**src/rtl/simon_pkg.sv**
```systemverilog
// Shared constants, types and helpers for the SIMON64/96 iterative decryptor.
package simon_pkg;

  localparam int          SIMON64_N    = 32;
  localparam int          SIMON64_96_T = 42;
  localparam logic [31:0] SIMON_C      = 32'hFFFFFFFC;
  // z2 sequence; index 0 is the leftmost (MSB) bit.
  localparam logic [61:0] SIMON_Z2     =
    62'b10101111011100000011010010011000101000010001111110010110110011;

  typedef enum logic [1:0] {IDLE, EXPAND, ROUND, DONE} state_e;

  typedef struct packed {
    logic [SIMON64_N-1:0] x;
    logic [SIMON64_N-1:0] y;
  } blk_t;

  function automatic logic [SIMON64_N-1:0] rol(input logic [SIMON64_N-1:0] w, input int s);
    return (w << s) | (w >> (SIMON64_N - s));
  endfunction

  function automatic logic [SIMON64_N-1:0] ror(input logic [SIMON64_N-1:0] w, input int s);
    return (w >> s) | (w << (SIMON64_N - s));
  endfunction

  // Round function
  function automatic logic [SIMON64_N-1:0] f(input logic [SIMON64_N-1:0] w);
    return (rol(w, 1) & rol(w, 8)) ^ rol(w, 2);
  endfunction

  // Key schedule mixing term applied to k[i-1]
  function automatic logic [SIMON64_N-1:0] key_tmp(input logic [SIMON64_N-1:0] w);
    logic [SIMON64_N-1:0] t;
    t = ror(w, 3);
    return t ^ ror(t, 1);
  endfunction

  function automatic logic z2_bit(input logic [5:0] j);
    return SIMON_Z2[6'd61 - j];
  endfunction

endpackage

```
**src/rtl/simon64_key_step.sv**
```systemverilog
// Combinational SIMON64/96 key step over a 3-word window {oldest..newest}.
// Forward (dir=0): window {k[i-3],k[i-2],k[i-1]} -> k[i].
// Backward (dir=1): window {k[i-2],k[i-1],k[i]} -> k[i-3].
module simon64_key_step
  import simon_pkg::*;
(
  input  logic [2:0][SIMON64_N-1:0] i_win,
  input  logic [5:0]                i_idx,
  input  logic                      i_dir,
  output logic [SIMON64_N-1:0]      o_next
);

  logic [5:0]           w_zi;
  logic [SIMON64_N-1:0] w_z;

  // Index below 3 only happens on the final backward steps, whose result is unused.
  assign w_zi = (i_idx >= 6'd3) ? (i_idx - 6'd3) : 6'd0;
  assign w_z  = {{(SIMON64_N-1){1'b0}}, z2_bit(w_zi)};

  assign o_next = i_dir ? (i_win[2] ^ SIMON_C ^ w_z ^ key_tmp(i_win[1]))
                        : (i_win[0] ^ SIMON_C ^ w_z ^ key_tmp(i_win[2]));

endmodule

```
**src/rtl/simon64_96_iter_dec.sv**
```systemverilog
// Iterative SIMON64/96 decryptor, one round per clock.
// Expands the key forward to {k39,k40,k41}, then decrypts rounds 41..0 while
// running the key schedule backwards through the same 3-word window.
// Optional: define SIMON_KEY_CACHE_EN to keep the last key and its final
// window so a repeated key skips the expansion phase.
module simon64_96_iter_dec
  import simon_pkg::*;
(
  input  logic        clk,
  input  logic        rst_n,
  input  logic        in_valid,
  output logic        in_ready,
  input  logic [63:0] in_block,
  input  logic [95:0] in_key,
  output logic        out_valid,
  input  logic        out_ready,
  output logic [63:0] out_block
);

  localparam logic [5:0] LAST_IDX = 6'(SIMON64_96_T - 1);

  state_e                    r_state, w_state_nxt;
  logic [5:0]                r_idx;
  logic [2:0][SIMON64_N-1:0] r_win;
  blk_t                      r_blk, w_blk_nxt;
  logic [63:0]               r_out;
  logic [SIMON64_N-1:0]      w_kstep;
  logic [2:0][SIMON64_N-1:0] w_win_fwd, w_win_bwd, w_cache_win;
  logic                      w_hit;

  simon64_key_step u_key_step (
    .i_win  (r_win),
    .i_idx  (r_idx),
    .i_dir  (r_state == ROUND),
    .o_next (w_kstep)
  );

  assign w_win_fwd = {w_kstep, r_win[2], r_win[1]};
  assign w_win_bwd = {r_win[1], r_win[0], w_kstep};
  assign w_blk_nxt = {r_blk.y, r_blk.x ^ f(r_blk.y) ^ r_win[2]};

  assign in_ready  = (r_state == IDLE);
  assign out_valid = (r_state == DONE);
  assign out_block = r_out;

`ifdef SIMON_KEY_CACHE_EN
  logic                      r_cache_vld;
  logic [95:0]               r_cache_key;
  logic [2:0][SIMON64_N-1:0] r_cache_win;

  assign w_hit       = r_cache_vld && (in_key == r_cache_key);
  assign w_cache_win = r_cache_win;

  // Cache tracks the key of the job being expanded; valid only once its window is complete.
  always_ff @(posedge clk or negedge rst_n) begin
    if (!rst_n) begin
      r_cache_vld <= 1'b0;
      r_cache_key <= '0;
      r_cache_win <= '0;
    end else begin
      if (r_state == IDLE && in_valid && !w_hit) begin
        r_cache_key <= in_key;
        r_cache_vld <= 1'b0;
      end
      if (r_state == EXPAND && r_idx == LAST_IDX) begin
        r_cache_win <= w_win_fwd;
        r_cache_vld <= 1'b1;
      end
    end
  end
`else
  assign w_hit       = 1'b0;
  assign w_cache_win = '0;
`endif

  // State register
  always_ff @(posedge clk or negedge rst_n) begin
    if (!rst_n) r_state <= IDLE;
    else        r_state <= w_state_nxt;
  end

  // Next-state logic
  always_comb begin
    w_state_nxt = r_state;
    case (r_state)
      IDLE:    if (in_valid) w_state_nxt = w_hit ? ROUND : EXPAND;
      EXPAND:  if (r_idx == LAST_IDX) w_state_nxt = ROUND;
      ROUND:   if (r_idx == 6'd0) w_state_nxt = DONE;
      DONE:    if (out_ready) w_state_nxt = IDLE;
      default: w_state_nxt = IDLE;
    endcase
  end

  // Datapath: latch job, step key window, run rounds, capture result
  always_ff @(posedge clk or negedge rst_n) begin
    if (!rst_n) begin
      r_idx <= '0;
      r_win <= '0;
      r_blk <= '0;
      r_out <= '0;
    end else begin
      case (r_state)
        IDLE: if (in_valid) begin
          r_blk <= in_block;
          if (w_hit) begin
            r_win <= w_cache_win;
            r_idx <= LAST_IDX;
          end else begin
            r_win <= in_key;
            r_idx <= 6'd3;
          end
        end
        EXPAND: begin
          r_win <= w_win_fwd;
          if (r_idx != LAST_IDX) r_idx <= r_idx + 6'd1;
        end
        ROUND: begin
          r_blk <= w_blk_nxt;
          r_win <= w_win_bwd;
          if (r_idx != 6'd0) r_idx <= r_idx - 6'd1;
          else               r_out <= w_blk_nxt;
        end
        default: ;
      endcase
    end
  end

endmodule

```
**config.mk**
```make
export PLATFORM = sky130hd
export DESIGN_NAME = simon64_96_iter_dec
export DESIGN_NICKNAME = d
export VERILOG_FILES = /design/src/rtl/simon_pkg.sv /design/src/rtl/simon64_key_step.sv /design/src/rtl/simon64_96_iter_dec.sv
export SDC_FILE = /design/constraint.sdc
export NUM_CORES = 1
export LEC_CHECK = 0
export CORE_ASPECT_RATIO = 1.4
export CORE_MARGIN = 1
export CORE_UTILIZATION = 35
export CTS_CLUSTER_DIAMETER = 120
export DETAILED_ROUTE_END_ITERATION = 12
export PLACE_DENSITY = 0.63
export SKIP_LAST_GASP = 1
export SLEW_MARGIN = 20
export SYNTH_ARGS = -nofsm -noshare
export SYNTH_HDL_FRONTEND = slang
export SYNTH_HIERARCHICAL = 1
export SYNTH_SLANG_ARGS = --single-unit
```
**constraint.sdc**
```tcl
create_clock -name clk -period 4.6 [get_ports clk]
set_clock_uncertainty 0.15 [all_clocks]
set_input_delay 1.15 -clock clk [delete_from_list [all_inputs] [get_ports clk]]
set_output_delay 1.15 -clock clk [all_outputs]
set_load 0.02 [all_outputs]
```
==> flow_summary.json <==
{
  "critPathBufInv": 0,
  "yosysUniqueCellTypes": 57,
  "final_cell_area_um2": 17400,
  "dp_hpwl_um": 28600,
  "place_area_um2": 16600,
  "cts_tree": "yes",
  "final_cell_mix": "dfrtp_1 (232), clkdlybuf4s50_1 (228), nand2_1 (212)",
  "crit_top_cell": "ha_1",
  "cp-start-kind": "flip-flop",
  "htreeDepth": 1,
  "cts_resized": 0,
  "final.setup.tns_ns": 0,
  "hold_viol": 0,
  "layout-drive-gt1-share": 0.0436,
  "grt_pass1_vias": 11118,
  "final_common_cell": "dfrtp_1",
  "worstMarginPinSlew_ns": 1.04,
  "vias_per_cell": 5.29,
  "internal_power_mw": 8.59,
  "fp.dieArea_um2": 40600,
  "ys.flop_type": "dfrtp_1",
  "cts_inserted_buffers": 25,
  "cts-root-buf": "clkbuf_16",
  "status": "finished, final reports clean",
  "path_class": "reg -> reg",
  "yosysWarnings": 6,
  "grt_max_degree": 193,
  "period_minus_slack_ns": 4.14,
  "port_buffers": 229,
  "area_growth_syn_to_layout_pct": 25.3,
  "maxSlewViolCount": 0,
  "dr.pass1.iters": 6,
  "finalWirelength_um": 40900,
  "cts.path.max_buffers": 3,
  "relSlewSlack": 0.309,
  "fp.dieW_um": 171,
  "arrival_ns": 4.46,
  "synth_seq_cells": 232,
  "setup_slack_ns": 0.456,
  "pre_cts_ws_ns": 0.567,
  "antenna_left": 0,
  "placed_cells": 2114,
  "leakage_nw": 6.89,
  "ctsHoldBuffers": 0,
  "rsz0062_at_grt": "no",
  "p_switching_mw": 7.58,
  "design_power_total_mw": 16.2,
  "initial_core_util": 0.355,
  "die_h_um": 238,
  "synth-edff-count": 0,
  "worstPathRequired_ns": 4.92,
  "crit_path_end_kind": "flip-flop",
  "postCtsSetupRepairBufs": 0,
  "syn_nets": 1632,
  "async_flop_share": 1.00,
  "rows": 86,
  "slowest_delay_ns": 0.62,
  "hold_path_class": "reg -> reg",
  "p_clk_frac": 0.124,
  "nFillCells": 3794,
  "wl_per_cell_um": 18.9,
  "max-vdd-ir-drop_mv": 0.686,
  "multiInputGateArea_um2": 7680,
  "gp_congestion": 0.932,
  "grt_pass1_wl_um": 63900,
  "vias": 11425,
  "grt.total_usage": 0.202,
  "clk_pin_slew_worst_paths_ns": 0.06,
  "crit_chain": "ha_1 -> nor3_2 -> a21boi_0 -> ha_1 -> a21oi_1 -> o311a_2 -> nor2_1 -> a311oi_1 -> or3_1 -> o211ai_2 -> a221oi_1 -> o31ai_1",
  "crit_fanout": 11,
  "pwr-share-seq": 0.288,
  "nNetsFinal": 1793,
  "crit_slowest_cell": "a21boi_0",
  "synth_cells": 1452,
  "synth.avg_cell_area_um2": 9.59,
  "antenna_found_initial": 1,
  "drt-initial-drc-count": 868,
  "syn-cell-area_um2": 13900,
  "path_delay_family": "compound AO/OA/AOI/OAI gates",
  "stdcell_count": 2158,
  "timing.final.crit_share": 0.901,
  "clock.fmax_mhz": 241,
  "maxCapViolCount": 0,
  "drc": 0,
  "io_pins": 230,
  "p_comb_frac": 0.589,
  "seq_area_um2": 5810,
  "ys_seq_area_frac": 0.417,
  "power_switching_share": 0.469,
  "cts_sinks": 232,
  "setup_violations": 0,
  "insertion_delay_ns": 0.56,
  "overflow": 0,
  "core_area_um2": 39300,
  "power_density_nw_per_um2": 927
}
power groups by stage:
| stage | clock (mW) | combinational, mW | sequential [mW] |
|---|---|---|---|
| 5_1_grt | 2.12 | 10.6 | 4.79 |
| 4_1_cts | 2.05 | 9.55 | 4.67 |
| 3_3_place_gp | 0 | 9.28 | 4.67 |
| 2_1_floorplan | 0 | 7.23 | 4.35 |
| 3_5_place_dp | 0 | 9.51 | 4.70 |
| 6_report | 2.00 | 9.52 | 4.65 |
layer usage:
layer / vias to the layer above / routed length (µm) / GRT usage
li1: 5462 / - / -
met1: 5544 / 17900 / 0.262
met2: 354 / 20200 / 0.352
met3: 65 / 1810 / 0.0199
met4: 0 / 994 / 0.0601
met5: - / 0 / 0
state kept, by name, summed over array words and instances, names as in the netlist:
name,cells
out_block,64
r_state,2
r_blk,64
r_idx,6
r_win,96
metrics by stage:
step	util	hold slack, ns
finish	0.444	0.340
global route	0.444	0.358
CTS	0.444	0.345
detailed placement	0.424	0.331
global placement	0.424	0.325
floorplan	-	0.320
cell families (layout without fill, tap and decap cells):
group                    count (synthesis)  in the layout  share of synthesized area
AO/OA/AOI/OAI                          334            334                      0.174
XOR/XNOR                               233            233                      0.147
adder cells (fa/ha/maj)                 16             16                     0.0144
buffers and inverters                  119            296                     0.0364
flip-flops                             232            232                      0.417
multiplexers                           130            130                     0.0992
other                                    0              1                          0
AND/OR/NAND/NOR                        388            388                      0.113
path summary, 6_finish.rpt:
check                              startpoint  slack [ns]            end  cells after the start
worst min register to register  out_block[32]        0.34  out_block[32]                      1
worst max register to register       r_idx[1]        0.46       r_win[0]                     12
worst max-delay path                 r_idx[1]        0.46       r_win[0]                     12
max in group asynchronous               rst_n        2.81  out_block[15]                      2
worst min-delay path            out_block[32]        0.34  out_block[32]                      1
min in group asynchronous               rst_n        0.55  out_block[38]                      1
Yosys cell counts, types with 7 or more instances:
library cell  count  area, µm²
buf_2            24        120
ha_1             16        200
a221oi_1         96        841
o21ai_0          59        295
a21oi_1          39        195
nand2_1         212        796
buf_1             7       26.3
clkbuf_1         71        267
mux2_1           64        721
mux2i_1          66        661
nor2_1          134        503
dfrtp_1         232       5810
o31ai_1          98        736
xor2_1           35        307
xnor2_1         198       1730
o21ai_1          15       75.1
inv_1            12       45.0
nand3_1          10       50.1
area by class of cell:
type                    count  share of cell area
diodes                      1            0.000143
clock buffers              34              0.0407
inverters                  12             0.00258
well taps                 528              0.0379
repair buffers            241               0.140
multi-input cells        1101               0.440
flip-flops and latches    232               0.333
clock inverters             9             0.00502
No activity file was read; power rests on OpenSTA's default activity.
